--- config.mk ---
export PLATFORM = sky130hd
export DESIGN_NAME = wimax_deinterleaver
export DESIGN_NICKNAME = d
export VERILOG_FILES = /design/src/rtl/wimax_pkg.sv /design/src/rtl/wimax_deint_addr_gen.sv /design/src/rtl/wimax_deinterleaver.sv
export SDC_FILE = /design/constraint.sdc
export NUM_CORES = 1
export LEC_CHECK = 0
export BUFFER_PORTS_ARGS = -buffer_cell sky130_fd_sc_hd__buf_2
export CAP_MARGIN = 20
export CORE_MARGIN = 2
export CORE_UTILIZATION = 53
export DETAILED_ROUTE_END_ITERATION = 7
export MAX_ROUTING_LAYER = met4
export PLACE_DENSITY = 0.77
export SLEW_MARGIN = 20
export SYNTH_ARGS = -nofsm -noshare
export SYNTH_HDL_FRONTEND = slang
export SYNTH_SLANG_ARGS = --single-unit
--- constraint.sdc ---
create_clock -name clk_ref -period 2.9 [get_ports clk_ref]
set_input_delay 0.29 -clock clk_ref [delete_from_list [all_inputs] [get_ports clk_ref]]
set_output_delay 0.29 -clock clk_ref [all_outputs]
set_load 0.05 [all_outputs]
--- src/rtl/wimax_pkg.sv ---
// Shared constants, address type and reference de-interleave mapping for the
// WiMAX QPSK block de-interleaver.
package wimax_pkg;

  localparam int NCBPS_QPSK = 192;
  localparam int INTLV_D    = 16;

  typedef logic [7:0] blk_addr_t;

  // Received index j lands at original index k = D*(j mod ROWS) + floor(j/ROWS).
  function automatic blk_addr_t deint_addr(input blk_addr_t j);
    int rows;
    int k;
    rows = NCBPS_QPSK / INTLV_D;
    k    = INTLV_D * (int'(j) % rows) + int'(j) / rows;
    return blk_addr_t'(k);
  endfunction

endpackage

--- src/rtl/wimax_deint_addr_gen.sv ---
// Write-address generator: walks waddr = D*c + r incrementally (no multiplier),
// c cycling over the ROWS columns, r stepping once per column wrap.
module wimax_deint_addr_gen
  import wimax_pkg::*;
#(
  parameter int NCBPS = NCBPS_QPSK,
  parameter int D     = INTLV_D
) (
  input  logic      clk_ref,
  input  logic      rst,
  input  logic      advance,
  output blk_addr_t waddr,
  output logic      wrap
);

  localparam int        ROWS   = NCBPS / D;
  localparam blk_addr_t C_LAST = blk_addr_t'(ROWS - 1);
  localparam blk_addr_t R_LAST = blk_addr_t'(D - 1);
  localparam blk_addr_t C_STEP = blk_addr_t'(D);

  blk_addr_t c;
  blk_addr_t r;
  blk_addr_t base;
  logic      c_last;

  assign c_last = (c == C_LAST);
  assign wrap   = advance && c_last && (r == R_LAST);
  assign waddr  = base + r;

  // base tracks D*c so the address is a single add of the row offset.
  always_ff @(posedge clk_ref) begin
    if (rst) begin
      c    <= '0;
      r    <= '0;
      base <= '0;
    end else if (advance) begin
      if (c_last) begin
        c    <= '0;
        base <= '0;
        r    <= (r == R_LAST) ? '0 : r + 8'd1;
      end else begin
        c    <= c + 8'd1;
        base <= base + C_STEP;
      end
    end
  end

endmodule

--- src/rtl/wimax_deinterleaver.sv ---
// Ping-pong QPSK block de-interleaver: one bank fills at de-interleaved
// addresses while the other drains in order. Define WIMAX_DEINT_FRAME_FLAGS_EN
// to add sof_out/eof_out block framing outputs.
module wimax_deinterleaver
  import wimax_pkg::*;
#(
  parameter int NCBPS = NCBPS_QPSK,
  parameter int D     = INTLV_D
) (
  input  logic clk_ref,
  input  logic rst,
  input  logic data_in,
  input  logic valid_in,
  output logic ready_out,
  output logic data_out,
  output logic valid_out,
  input  logic ready_in
`ifdef WIMAX_DEINT_FRAME_FLAGS_EN
  ,
  output logic sof_out,
  output logic eof_out
`endif
);

  localparam blk_addr_t ADDR_LAST = blk_addr_t'(NCBPS - 1);

  logic [NCBPS-1:0] bank [2];
  logic [1:0]       full;
  logic             w_sel;
  logic             r_sel;
  blk_addr_t        waddr;
  blk_addr_t        raddr;
  blk_addr_t        wr_cnt;
  logic             wr_acc;
  logic             wr_last;
  logic             rd_acc;
  logic             rd_last;

  assign ready_out = !full[w_sel];
  assign wr_acc    = valid_in && ready_out;
  assign valid_out = full[r_sel];
  // Gated so the output is a clean 0 whenever nothing is being offered.
  assign data_out  = valid_out && bank[r_sel][raddr];
  assign rd_acc    = valid_out && ready_in;
  assign rd_last   = rd_acc && (raddr == ADDR_LAST);

`ifdef WIMAX_DEINT_FRAME_FLAGS_EN
  assign sof_out = valid_out && (raddr == '0);
  assign eof_out = valid_out && (raddr == ADDR_LAST);
`endif

  wimax_deint_addr_gen #(
    .NCBPS (NCBPS),
    .D     (D)
  ) u_addr_gen (
    .clk_ref (clk_ref),
    .rst     (rst),
    .advance (wr_acc),
    .waddr   (waddr),
    .wrap    (wr_last)
  );

  always_ff @(posedge clk_ref) begin
    if (wr_acc) begin
      bank[w_sel][waddr] <= data_in;
    end
  end

  // Set and clear can hit in one cycle only on different banks, so both apply.
  always_ff @(posedge clk_ref) begin
    if (rst) begin
      full  <= '0;
      w_sel <= 1'b0;
      r_sel <= 1'b0;
      raddr <= '0;
    end else begin
      if (wr_last) begin
        full[w_sel] <= 1'b1;
        w_sel       <= !w_sel;
      end
      if (rd_acc) begin
        if (rd_last) begin
          full[r_sel] <= 1'b0;
          r_sel       <= !r_sel;
          raddr       <= '0;
        end else begin
          raddr <= raddr + 8'd1;
        end
      end
    end
  end

  always_ff @(posedge clk_ref) begin
    if (rst) begin
      wr_cnt <= '0;
    end else if (wr_acc) begin
      wr_cnt <= wr_last ? '0 : wr_cnt + 8'd1;
    end
  end

  a_waddr_map : assert property (@(posedge clk_ref) disable iff (rst)
    wr_acc |-> (waddr == deint_addr(wr_cnt)));

  a_no_same_bank : assert property (@(posedge clk_ref) disable iff (rst)
    !(wr_last && rd_last && (w_sel == r_sel)));

endmodule

==> summary.md <==
| Metric | Value |
|---|---|
| Number of nets in the synthesized netlist | 1355 |
| Outcome | complete, but fails checks |
| Number of input and output port buffers inserted | 7 |
| Pin count of the biggest net entering global routing | 126 |
| Vias | 11416 |
| Worst Min Path Start | rst |
| Slowest-stage cell, CP | sky130_fd_sc_hd__mux4_2 |
| VDD IR-drop max | 479 uV |
| Combined area of the multi-input logic cells | 5720 sq um |
| Final hold viol count | 0 |
| Class of the most critical hold timing path | input pin to flop |
| Worst Path Required | 2.61 ns |
| Clock tree from TritonCTS | built |
| Global-route wire length before repair | 66.2 mm |
| Worst Path Class, Setup | flop to primary output |
| Placer congestion estimate | 0.862 |
| Largest clock skew in the final design | 0.0321 ns |
| Per-instance average area after synthesis | 13.7 sq um |
| Total Die Area | 36100 sq um |
| Remaining routing DRC violations | 0 |
| Number of top-level pins | 8 |
| Mapped Cells | 1339 |
| Floorplan die height | 190 microns |
| Core area | 34300 sq um |
| Width of the chip | 190 microns |
| Flip-flop and latch count after synthesis | 417 |
| Post-DP Area | 19400 sq um |
| Area of the mapped netlist | 18300 sq um |
| Count of routing violations after the opening detailed-route iteration | 1509 |
| Worst-case clock buffer depth | 3 |
| Number of nets in the final layout | 1421 |
| Post-route minimum period | 3.61 ns |
| Fraction of layout cells with a size suffix above 1 | 20.3% |
| Cell chain of the critical path | buf_12 -> buf_12 -> mux4_2 -> mux4_2 -> a221o_1 -> a211o_1 -> buf_12 |
| Slack of the worst reg-to-reg path | 0.18 ns |
| Clock-pin transition on the worst setup and hold timing paths | 0.06 ns |
| Power per standard cell area | 574 nW/um^2 |
| Failing checks | setup timing |
| Via count of the first global-routing pass | 11546 |
| R2r startpoint | u_addr_gen.r[5] |
| # fillers | 2469 |
| Commonest non-fill, non-tap cell in the layout | sky130_fd_sc_hd__nor2_1 |
| Worst path most repeated cell | sky130_fd_sc_hd__buf_12 |
| Number of flops mapped to enable cells by yosys | 384 |
| Commonest cells after routing, fill and taps aside | sky130_fd_sc_hd__nor2_1, sky130_fd_sc_hd__edfxtp_1, sky130_fd_sc_hd__buf_4, sky130_fd_sc_hd__mux4_2, sky130_fd_sc_hd__clkbuf_16 |
| Number of antenna diodes | 0 |
| Max Fclk | 0.277 GHz |
| Later-pin clock latency in the skew report | 0.57 ns |
| Max-cap violation count | 0 |
| Crit share post-route | 124% |
| Worst rel slew slack | 33.8% |
| Endpoint class of the critical path | primary output |
| Pins over their slew limit | 0 |
| Most used flip-flop cell after synthesis | sky130_fd_sc_hd__edfxtp_1 |
| Overall fraction of global-route tracks in use | 25.3% |
| Warnings from Yosys | 0 |
| Vias per cell | 6.04 |
| Num CTS Buffers | 42 |
| Endpoint arrival time on the critical path | 3.32 ns |
| Hold Path Stages | 2 |
| Kind of launch point of the worst setup path | flop |
| Top fanout value on the critical path | 8 |
| Crit Reg-Reg Endpoint | bank[0][158] |
| Clock Sinks | 417 |
| Final wirelength | 43.5 mm |
| Static leakage power | 6.42 nW |
| Wirelength per Cell | 23.0 microns |
| Dpl hpwl | 26.4 mm |
| Worst Setup Slack, final | -0.706 ns |
| Antenna-violating nets left | 0 |
| FF/Latch Area | 12200 sq um |
| End point of the most critical hold path | raddr[0] |
| Final setup violation count | 1 |
| Sequential-to-total area share from yosys stat | 66.5% |
| Setup repair after global routing missed its margin | true |
| Slowest cell delay on critical path | 0.52 ns |
| Number of distinct library cells after synthesis | 52 |
| Total number of placement rows | 68 |
| H-tree depth | 2 |
| Worst Tran Pin Value | 0.990 ns |
| 1st-pass router iterations | 5 |
| Final design instance area without fill | 21000 sq um |
| Initial antenna violation count | 0 |
| Logic depth of the worst register-to-register path | 7 |
| Fraction of registers with async set or reset after synthesis | 0% |
| Initial Util | 53.4% |
| Root cell of the clock tree | sky130_fd_sc_hd__clkbuf_16 |
| Grt total ovfl | 0 |
| Area growth from synthesis to final layout | 14.6% |
| Post-placement setup slack | -0.173 ns |
flip-flops by register name, summed over array words and instances, names as in the netlist, named ones only:
name	flops
bank	384
raddr	8
u_addr_gen.c	8
u_addr_gen.r	8
u_addr_gen.base	4
full	2
r_sel	1
w_sel	1
where the power goes:
part / switching (mW) / leakage [nW] / internal (mW)
clock network: 2.25 / 0.643 / 3.04
registers: 0.00714 / 3.72 / 6.56
logic: 0.155 / 2.05 / 0.0436
total: 2.41 / 6.42 / 9.64
metrics by stage:
step	cells	utilization, %	power, mW	setup TNS, ns	hold slack [ns]
global route	1889	61.3	12.3	-0.789	0.0852
finish	1889	61.3	12.1	-0.706	0.0715
detailed placement	1809	56.6	6.90	-0.173	0.497
floorplan	1339	-	6.78	0	0.369
CTS	1889	61.0	12.1	-0.642	0.0559
global placement	1809	56.6	6.89	-0.129	0.495
Yosys cell counts, drive strengths merged, types with 6 or more instances:
cell / n / area share [%]
mux2i: 40 / 2.2
o21ai: 12 / 0.33
nor2: 437 / 9.0
xor2: 17 / 0.81
mux4: 81 / 10
ha: 11 / 0.75
nor2b: 8 / 0.27
buf: 28 / 1.1
clkbuf: 72 / 1.5
a22o: 7 / 0.33
nand3: 28 / 0.76
a22oi: 8 / 0.33
nand2b: 11 / 0.38
nand2: 43 / 0.88
nor4: 7 / 0.32
inv: 8 / 0.16
dfxtp: 33 / 3.6
mux2: 12 / 0.74
a211oi: 7 / 0.29
a21oi: 12 / 0.33
xnor2: 10 / 0.48
a221o: 6 / 0.33
nor3: 10 / 0.27
edfxtp: 384 / 63
kinds of logic (layout without fill, tap and decap cells):
kind of cell    count (synthesis)  count (layout)  share of synthesized area (%)
simple gates                  565             565                           12.6
flops                         417             417                           66.5
mux                           133             133                           13.0
buf+inv                       108             203                           2.78
compound gates                 78              78                           3.06
xor+xnor                       27              27                           1.29
fa+ha+maj                      11              11                          0.751
critical path, delay by kind of cell, from the launching register on:
family | cells | cell delay (ns)
DFF | 1 | 0.50
muxes | 2 | 1.03
buffers and inverters | 3 | 0.50
AOI/OAI and AO/OA | 2 | 0.70
routing by layer:
layer | vias up | GRT usage [%] | routed length, microns
met4 | 0 | 9.75 | 1730
li1 | 5012 | - | -
met3 | 130 | 5.57 | 4540
met1 | 5703 | 33.2 | 16400
met2 | 571 | 38.9 | 20800
met5 | - | - | 0
worst max path at each step:
| stage | start | to | depth (start not counted) |
|---|---|---|---|
| after floorplan | w_sel | bank[0][100] | 8 |
| after global placement | flop | data_out | 10 |
| after detailed placement | flop | data_out | 10 |
| after CTS | flop | data_out | 10 |
| after global routing | flop | data_out | 9 |
| final | flop | data_out | 7 |
timing repair:
| item | 4_1_cts | 5_1_grt |
|---|---|---|
| hold buffers | 0 | 0 |
| setup endpoints to repair | 1 | 1 |
| cloned | 3 | 1 |
| gates resized for setup | 14 | 22 |
| pin swaps | 2 | 11 |
| setup buffers | 4 | 0 |
cell type report:
cell class | count | share of cell area (%)
multi-input combinational | 814 | 27.3
tap | 455 | 2.71
sequential | 417 | 58.1
timing repair buffer | 122 | 5.45
inverter | 8 | 0.143
clock buffer | 52 | 5.18
clock inverter | 21 | 1.17
(Power assumes the default switching activity.)
